==> config.mk <==
export PLATFORM = sky130hd
export DESIGN_NAME = i2s_ser
export DESIGN_NICKNAME = d
export VERILOG_FILES = /design/src/rtl/i2s_pkg.sv /design/src/rtl/i2s_sclk_gen.sv /design/src/rtl/i2s_ser.sv
export SDC_FILE = /design/constraint.sdc
export NUM_CORES = 1
export LEC_CHECK = 0
export ABC_AREA = 1
export CORE_UTILIZATION = 51
export DETAILED_ROUTE_END_ITERATION = 10
export PLACE_DENSITY = 0.88
export SYNTH_ARGS = -nofsm -noshare
export SYNTH_HDL_FRONTEND = slang
export SYNTH_SLANG_ARGS = --single-unit
export TNS_END_PERCENT = 10
==> constraint.sdc <==
create_clock -name clk -period 1.9 [get_ports clk]
set_input_delay 0.285 -clock clk [delete_from_list [all_inputs] [get_ports clk]]
set_output_delay 0.285 -clock clk [all_outputs]
set_load 0.01 [all_outputs]
==> src/rtl/i2s_pkg.sv <==
// Shared constants and FSM state type for the I2S serialiser.
package i2s_pkg;

  localparam int unsigned SAMPLE_W     = 24;
  localparam int unsigned FRAME_W      = 48;
  localparam int unsigned SLOTS_PER_CH = 24;

  typedef enum logic [1:0] {
    IDLE,
    LEFT,
    RIGHT
  } i2s_ser_state_t;

endpackage

==> src/rtl/i2s_sclk_gen.sv <==
// Serial clock generator: sclk = clk / (2 * SCLK_DIV), with single-clk strobes
// flagging the clk edge on which sclk rises or falls. Held idle while run=0.
module i2s_sclk_gen #(
  parameter int unsigned SCLK_DIV = 8
) (
  input  logic clk,
  input  logic rst_n,
  input  logic run,
  output logic sclk,
  output logic sclk_fall,
  output logic sclk_rise
);

  logic [7:0] cnt_q;
  logic       sclk_q;
  logic       wrap;

  assign wrap      = run && (cnt_q == 8'(SCLK_DIV - 1));
  // Strobes are valid in the cycle whose closing edge toggles sclk.
  assign sclk_rise = wrap & ~sclk_q;
  assign sclk_fall = wrap & sclk_q;
  assign sclk      = sclk_q;

  // Half-period counter; wraps and toggles sclk, parked at zero while stopped.
  always_ff @(posedge clk or negedge rst_n) begin
    if (!rst_n) begin
      cnt_q  <= '0;
      sclk_q <= 1'b0;
    end else if (!run) begin
      cnt_q  <= '0;
      sclk_q <= 1'b0;
    end else if (wrap) begin
      cnt_q  <= '0;
      sclk_q <= ~sclk_q;
    end else begin
      cnt_q <= cnt_q + 8'd1;
    end
  end

endmodule

==> src/rtl/i2s_ser.sv <==
// I2S transmitter: one-deep stereo sample buffer feeding a 48-slot MSB-first
// serialiser. Optional feature macro I2S_SER_UNDERRUN_EN adds an underrun
// pulse output and sends a muted frame on underrun instead of repeating.
module i2s_ser
  import i2s_pkg::*;
#(
  parameter int unsigned SCLK_DIV = 8,
  parameter int unsigned SAMPLE_W = 24
) (
  input  logic                clk,
  input  logic                rst_n,
  input  logic                en,
  input  logic [SAMPLE_W-1:0] lft_in,
  input  logic [SAMPLE_W-1:0] rght_in,
  input  logic                vld_in,
  output logic                rdy,
  output logic                frm_strt,
  output logic                busy,
  output logic                I2S_sclk,
  output logic                I2S_ws,
`ifdef I2S_SER_UNDERRUN_EN
  output logic                underrun,
`endif
  output logic                I2S_data
);

  localparam int unsigned FW = 2 * SAMPLE_W;
  localparam int unsigned CW = $clog2(FW);

  i2s_ser_state_t state_q;
  logic [FW-1:0]  buf_q;
  logic           buf_vld_q;
  logic [FW-1:0]  shift_q;
  logic [CW-1:0]  bit_cnt_q;
  logic           ws_q, data_q, frm_strt_q, busy_q;
  logic           sclk_fall, sclk_rise;
  logic           accept, boundary, load, underrun_hit;
  logic [FW-1:0]  load_frame;

  i2s_sclk_gen #(
    .SCLK_DIV (SCLK_DIV)
  ) u_sclk_gen (
    .clk       (clk),
    .rst_n     (rst_n),
    .run       (state_q != IDLE),
    .sclk      (I2S_sclk),
    .sclk_fall (sclk_fall),
    .sclk_rise (sclk_rise)
  );

  // Load decisions: from IDLE once a pair waits, or at each frame boundary while enabled.
  always_comb begin
    accept       = vld_in & ~buf_vld_q;
    boundary     = (state_q == RIGHT) && sclk_fall && (bit_cnt_q == CW'(FW - 1));
    load         = ((state_q == IDLE) && en && buf_vld_q) || (boundary && en);
    underrun_hit = boundary && en && !buf_vld_q;
`ifdef I2S_SER_UNDERRUN_EN
    load_frame   = underrun_hit ? '0 : buf_q;
`else
    // buf_q keeps its contents after a load, so an underrun simply repeats it.
    load_frame   = buf_q;
`endif
  end

  // One-deep buffer; a same-clk load takes the old contents before the new pair lands.
  always_ff @(posedge clk or negedge rst_n) begin
    if (!rst_n) begin
      buf_q     <= '0;
      buf_vld_q <= 1'b0;
    end else if (accept) begin
      buf_q     <= {lft_in, rght_in};
      buf_vld_q <= 1'b1;
    end else if (load) begin
      buf_vld_q <= 1'b0;
    end
  end

  // Frame FSM: shifts on every sclk fall, moves ws one slot ahead of each channel MSB.
  always_ff @(posedge clk or negedge rst_n) begin
    if (!rst_n) begin
      state_q    <= IDLE;
      shift_q    <= '0;
      bit_cnt_q  <= '0;
      ws_q       <= 1'b1;
      data_q     <= 1'b0;
      frm_strt_q <= 1'b0;
      busy_q     <= 1'b0;
    end else begin
      frm_strt_q <= load;
      unique case (state_q)
        IDLE: begin
          if (load) begin
            shift_q   <= {load_frame[FW-2:0], 1'b0};
            data_q    <= load_frame[FW-1];
            ws_q      <= 1'b0;
            bit_cnt_q <= '0;
            state_q   <= LEFT;
            busy_q    <= 1'b1;
          end
        end
        LEFT: begin
          if (sclk_fall) begin
            shift_q   <= {shift_q[FW-2:0], 1'b0};
            data_q    <= shift_q[FW-1];
            bit_cnt_q <= bit_cnt_q + 1'b1;
            if (bit_cnt_q == CW'(SAMPLE_W - 2)) ws_q <= 1'b1;
            if (bit_cnt_q == CW'(SAMPLE_W - 1)) state_q <= RIGHT;
          end
        end
        RIGHT: begin
          if (sclk_fall) begin
            if (bit_cnt_q == CW'(FW - 1)) begin
              bit_cnt_q <= '0;
              if (en) begin
                shift_q <= {load_frame[FW-2:0], 1'b0};
                data_q  <= load_frame[FW-1];
                ws_q    <= 1'b0;
                state_q <= LEFT;
              end else begin
                data_q  <= 1'b0;
                ws_q    <= 1'b1;
                state_q <= IDLE;
                busy_q  <= 1'b0;
              end
            end else begin
              shift_q   <= {shift_q[FW-2:0], 1'b0};
              data_q    <= shift_q[FW-1];
              bit_cnt_q <= bit_cnt_q + 1'b1;
              if (bit_cnt_q == CW'(FW - 2)) ws_q <= 1'b0;
            end
          end
        end
        default: begin
          state_q <= IDLE;
          busy_q  <= 1'b0;
        end
      endcase
    end
  end

`ifdef I2S_SER_UNDERRUN_EN
  logic underrun_q, underrun_sts_q;

  // Underrun pulse and sticky status; a fresh underrun wins over a same-clk accept.
  always_ff @(posedge clk or negedge rst_n) begin
    if (!rst_n) begin
      underrun_q     <= 1'b0;
      underrun_sts_q <= 1'b0;
    end else begin
      underrun_q <= underrun_hit;
      if (underrun_hit)  underrun_sts_q <= 1'b1;
      else if (accept)   underrun_sts_q <= 1'b0;
    end
  end

  assign underrun = underrun_q;
`endif

  assign rdy      = ~buf_vld_q;
  assign frm_strt = frm_strt_q;
  assign busy     = busy_q;
  assign I2S_ws   = ws_q;
  assign I2S_data = data_q;

  logic unused_rise;
  assign unused_rise = sclk_rise;

endmodule
### Word-level counts from Yosys, hierarchy flattened

Index checks and enable logic that the tools add are counted.
Widths: inputs -> output; s select.

* register bits after elaboration: 118
* output and inout port bits: 6
* logic and storage cells: 93
* bits in writable memories: 0
* bits of input ports: 52
* bits in read-only memories: 0
* memories kept: 0
* latch bits: 0

* bitwise gates (word level): 5
* multiply operators: 0
* reduce and logical (&&, ||, !) cells: 16
* divide/modulo/power cells: 0
* eq/ne operators: 17
* add/subtract/negate cells: 2
* order comparisons: 0
* muxes and demuxes: 42
* shift-type cells: 0

Operator list (count)
* $mux 48: 5
* $pmux 48 s3: 1
* $mux 6: 4
* $mux 1: 20
* $pmux 6 s3: 1
* $mux 8: 2
* $reduce_and 5->1: 3
* $ne 2x2->1 const B: 7
* $eq 6x5->1 const B: 2
* $eq 6x6->1 const B: 2
* $mux 2: 5
* $pmux 1 s3: 3
* $add 8x1->8 const B: 1
* $eq 8x3->1 const B: 1
* $add 6x1->6 const B: 1
* $logic_and 1x1->1: 6
* $pmux 2 s3: 1
* $reduce_and 6->1: 1
* $reduce_and 4->1: 1
* $reduce_bool 2->1: 2
* $ne 3x1->1 const B: 1
* $ne 3x3->1 const B: 1
* $not 1->1: 3
* $reduce_bool 3->1: 1
* 6 further kinds: 7

### Longest topological paths before layout

* word-level depth: 9
* mapped depth: 13
* gate-level depth less buffers: 12

### By module

Synthesis repeated with hierarchy kept, for this count alone.

* cells, all modules: 644
* area total of the unflattened synthesis: 5630.4 µm²

By module, submodules not included
* i2s_ser: sequential area each 2703.8 µm², area each 5143.7 µm², cells each 579, times used 1
* i2s_sclk_gen: sequential area each 225.2 µm², area each 486.7 µm², cells each 65, times used 1

### Least setup slack after synthesis

No wires, ideal clock.

* path type: register to register
* start point: register state_q[0]
* end point: register shift_q[26]
* arrival: 1.778 ns
* clock period less this slack: 1.895 ns
* path buffers: 3
* slack: 0.005 ns
* library setup time: 0.117 ns
* required time: 1.783 ns
* stages on the path, launching flop included: 12
* cell sequence: dfrtp_1 inv_1 ha_1 clkbuf_1 inv_1 nand3_1 a21oi_4 nand3_1 buf_2 buf_4 nand2_1 nand2_1

* longest elaborated chain between the ends: 9

RTL lines
* from (decl): line i2s_ser.sv:30 `i2s_ser_state_t state_q;`
* from (signal assigned): line i2s_ser.sv:81 `state_q <= IDLE;`
* from (signal assigned): line i2s_ser.sv:97 `state_q <= LEFT;`
* from (signal assigned): line i2s_ser.sv:107 `if (bit_cnt_q == CW'(SAMPLE_W - 1)) state_q <= RIGHT;`
* $reduce_bool 2->1: line i2s_ser.sv:45 `.run (state_q != IDLE),`
* $logic_and 1x1->1: line i2s_sclk_gen.sv:18 `assign wrap = run && (cnt_q == 8'(SCLK_DIV - 1));`
* $and 1x1->1: line i2s_sclk_gen.sv:21 `assign sclk_fall = wrap & sclk_q;`
* $logic_and 1x1->1 (2 in series): line i2s_ser.sv:54 `boundary = (state_q == RIGHT) && sclk_fall && (bit_cnt_q == CW'(FW - 1));`
* $logic_and 1x1->1
* $logic_or 1x1->1: line i2s_ser.sv:55 `load = ((state_q == IDLE) && en && buf_vld_q) || (boundary && en);`
* $ne 2x2->1 (no source line)
* $reduce_and 5->1 (no source line)
* to (signal assigned): line i2s_ser.sv:93 `shift_q <= {load_frame[FW-2:0], 1'b0};`
* to (signal assigned): line i2s_ser.sv:103 `shift_q <= {shift_q[FW-2:0], 1'b0};`
* to (signal assigned): line i2s_ser.sv:115 `shift_q <= {load_frame[FW-2:0], 1'b0};`
* to (decl): line i2s_ser.sv:33 `logic [FW-1:0] shift_q;`

Several ways; a longest one is shown, not always the timed one.
A chain may end at the register's enable or synchronous reset.

### Worst setup path after layout

* start point: register bit_cnt_q[1]
* end point: register shift_q[46]

* longest elaborated chain between the ends: 6

RTL lines
* from (decl): line i2s_ser.sv:34 `logic [CW-1:0] bit_cnt_q;`
* from (signal assigned): line i2s_ser.sv:105 `bit_cnt_q <= bit_cnt_q + 1'b1;`
* from (signal assigned): line i2s_ser.sv:128 `bit_cnt_q <= bit_cnt_q + 1'b1;`
* $eq 6x6->1 *: line i2s_ser.sv:54, i2s_ser.sv:112
* $logic_and 1x1->1: line i2s_ser.sv:54
* $logic_and 1x1->1
* $logic_or 1x1->1: line i2s_ser.sv:55
* $ne 2x2->1 (no source line)
* $reduce_and 5->1 (no source line)

Mark *: on every way between the ends. The rest lies on a longest branch, timed or not. The select of a mux whose other input is x is not followed.

==> flow_summary.json <==
{
  "outcome": "complete, but fails checks",
  "violations": "negative setup slack",
  "setup_ws_ns": -0.0598,
  "arrival_ns": 2.43,
  "seq_area_sq_mm": 0.00293,
  "drtIter0Drc": 795,
  "syn_to_final_growth_pct": 33.2,
  "gr-total-overflow": 0,
  "drt_wl_total_mm": 16.4,
  "final_util": 0.713,
  "worst_setup_path_start_kind": "register",
  "die-area_sq_mm": 0.0115,
  "worst-setup-path-type": "register to register",
  "final_common_cell": "nand2_1",
  "synth_adder_area_share": 0.0156,
  "die_h_um": 107,
  "synth.mux.area_fraction": 0.0961,
  "layout-drive-gt1-share": 0.212,
  "place_hpwl_mm": 8.33,
  "finalHoldViolations": 0,
  "synth_xor_area_frac": 0.00311,
  "grt_max_degree": 118,
  "fmax_mhz": 510,
  "first_pass_iters": 6,
  "nFillCells": 614,
  "post-route-min-period_ns": 1.96,
  "seq_area_frac_synth": 0.521,
  "syn_area_sq_mm": 0.00563,
  "fin_nets": 772,
  "clock_latency_ns": 0.54,
  "clkTransAtPathRegs_ns": 0.06,
  "switchingPower_mw": 5.86,
  "p_comb_frac": 0.479,
  "endpoint_kind": "register",
  "synth-seq-cells": 117,
  "clockPowerShare": 0.233,
  "root_buffer": "clkbuf_8",
  "track_usage": 0.267,
  "fin_worst_skew_ns": 0.00842,
  "rsz0062_at_grt": "true",
  "maxSlewHeadroom": 0.557,
  "dpl_worst_slack_ns": -0.0644,
  "dp.cells": 813,
  "cts_tree": "yes",
  "rows": 37,
  "hold_class": "input pin to register",
  "drc": 0,
  "grt_pass1_vias": 5006,
  "setup_viol": 6,
  "grt_antenna_before_repair": 0,
  "clkSinkCount": 117,
  "power_leakage_nw": 3.67,
  "cts_buffer_depth": 2,
  "avgRoutedWirePerCell_um": 19.0,
  "syn_nets": 695,
  "antenna_cells": 0,
  "most-common-layout-cells": "nand2_1, dfrtp_1, nand3_1",
  "peakVddDrop_uv": 947,
  "detail-route-antenna-nets": 0,
  "coreArea_sq_mm": 0.0105,
  "grt_pass1_wl_mm": 23.7,
  "io_buffers": 57,
  "yosys_warnings": 0,
  "synth_compound_area_frac": 0.0209,
  "io_pins": 58,
  "vias": 5313,
  "cp_max_fo": 9,
  "synth-simple-area-share": 0.296,
  "ys_types": 25,
  "power_density_mw_per_mm2": 1950,
  "avgSynthCellArea_sq_um": 8.84,
  "slew_violations": 0,
  "drv_cap": 0,
  "worstPathRequired_ns": 2.37,
  "power_mw": 14.6,
  "via_per_inst": 6.16,
  "multi_input_area_sq_mm": 0.00259,
  "p_sw_frac": 0.401,
  "start_util": 0.535,
  "die_width_um": 107,
  "fin_cells": 862,
  "cts_buffers": 17,
  "synth_top_family_by_area": "simple AND/OR/NAND/NOR gates",
  "finalCritPeriodShare": 1.03,
  "worst_pin_slew_ns": 0.657,
  "gp_congestion": 0.882,
  "synth_cells": 636,
  "htree_levels": 4,
  "p_int_mw": 8.75,
  "pwr-share-seq": 0.289
}
## final cells by class
type / count / share of cell area
sequential: 117 / 0.391
multi-input combinational: 457 / 0.345
timing repair buffer: 103 / 0.149
clock buffer: 24 / 0.0641
tap: 136 / 0.0227
clock inverter: 8 / 0.0194
inverter: 17 / 0.00851
## power groups by stage
stage	clock, mW	sequential, mW	combinational [mW]
after floorplan	0	4.00	3.91
after CTS	3.39	4.15	5.85
final	3.40	4.22	6.99
after global placement	0	4.09	5.39
after global routing	3.53	4.31	7.47
after detailed placement	0	4.16	5.68
## stage by stage
stage | instance area, sq um | TNS (ns) | hold WS (ns)
6_report | 7490 | -0.119 | 0.363
5_1_grt | 7490 | -1.64 | 0.361
4_1_cts | 7190 | 0 | 0.355
3_5_place_dp | 6510 | -1.37 | 0.425
3_3_place_gp | 6510 | 0 | 0.418
2_1_floorplan | 5630 | 0 | -0.0106
## logic make-up (layout without fill, tap and decap cells)
logic type,after synthesis,in the layout
compound gates,20,20
xor+xnor,2,2
fa+ha+maj,7,7
buf+inv,62,152
flops,117,117
mux,48,48
simple gates,380,380
## repair_timing
action | in CTS | in global routing
endpoints found under the setup margin | 57 | 59
pin swaps | 2 | 9
hold buffers | 1 | 0
resized for setup | 10 | 32
setup buffers | 2 | 10
hold endpoints to repair | 116 | 0
gates cloned | 0 | 4
## cells in the mapped netlist (all sizes together)
library cell	number	area, sq um
and2	1	6.26
nor2	21	78.8
and3	1	6.26
buf	26	135
mux2	48	541
nand3	61	305
or2	3	18.8
ha	7	87.6
a21boi	1	7.51
dfrtp	116	2900
nand2	232	871
nor3	6	30.0
inv	17	63.8
o2111ai	1	8.76
nor3b	2	15.0
o21ai	11	55.1
dfstp	1	26.3
clkbuf	19	71.3
xor2	2	17.5
a21oi	7	46.3
nand4	53	332
## routing by layer
layer,part of all wire,track usage
met3,0.085,0.0657
met2,0.48,0.429
met4,0.053,0.138
met1,0.38,0.335
met5,0,0
## registers in the layout (all words and copies together) (netlist names)
signal / flops
I2S_data: 1
I2S_ws: 1
bit_cnt_q: 6
buf_q: 48
buf_vld_q: 1
busy: 1
frm_strt: 1
shift_q: 47
state_q: 2
u_sclk_gen.cnt_q: 8
u_sclk_gen.sclk: 1
## worst max-delay path, cell delays in order (launching register included)
cell and delay (ns):
dfrtp_1 0.39, ha_4 0.18, nand2_4 0.07, nor2_4 0.14
nand2_4 0.09, buf_6 0.13, o21ai_4 0.18, buf_6 0.17
clkbuf_16 0.15, nand2_1 0.07, nand2_1 0.11, nand4_1 0.12
nand2_1 0.10
## worst paths after layout
check	slack (ns)	endpoint	cells after the start	startpoint
max in group asynchronous	1.01	state_q[1]	3	rst_n
min in group asynchronous	0.37	buf_q[36]	3	rst_n
worst max register to register	-0.06	shift_q[46]	12	bit_cnt_q[1]
worst min register to register	0.47	shift_q[3]	2	shift_q[3]
worst min-delay path	0.36	buf_q[19]	2	rght_in[19]
worst max-delay path	-0.06	shift_q[46]	12	bit_cnt_q[1]
Power figures use the tool's default switching activity.
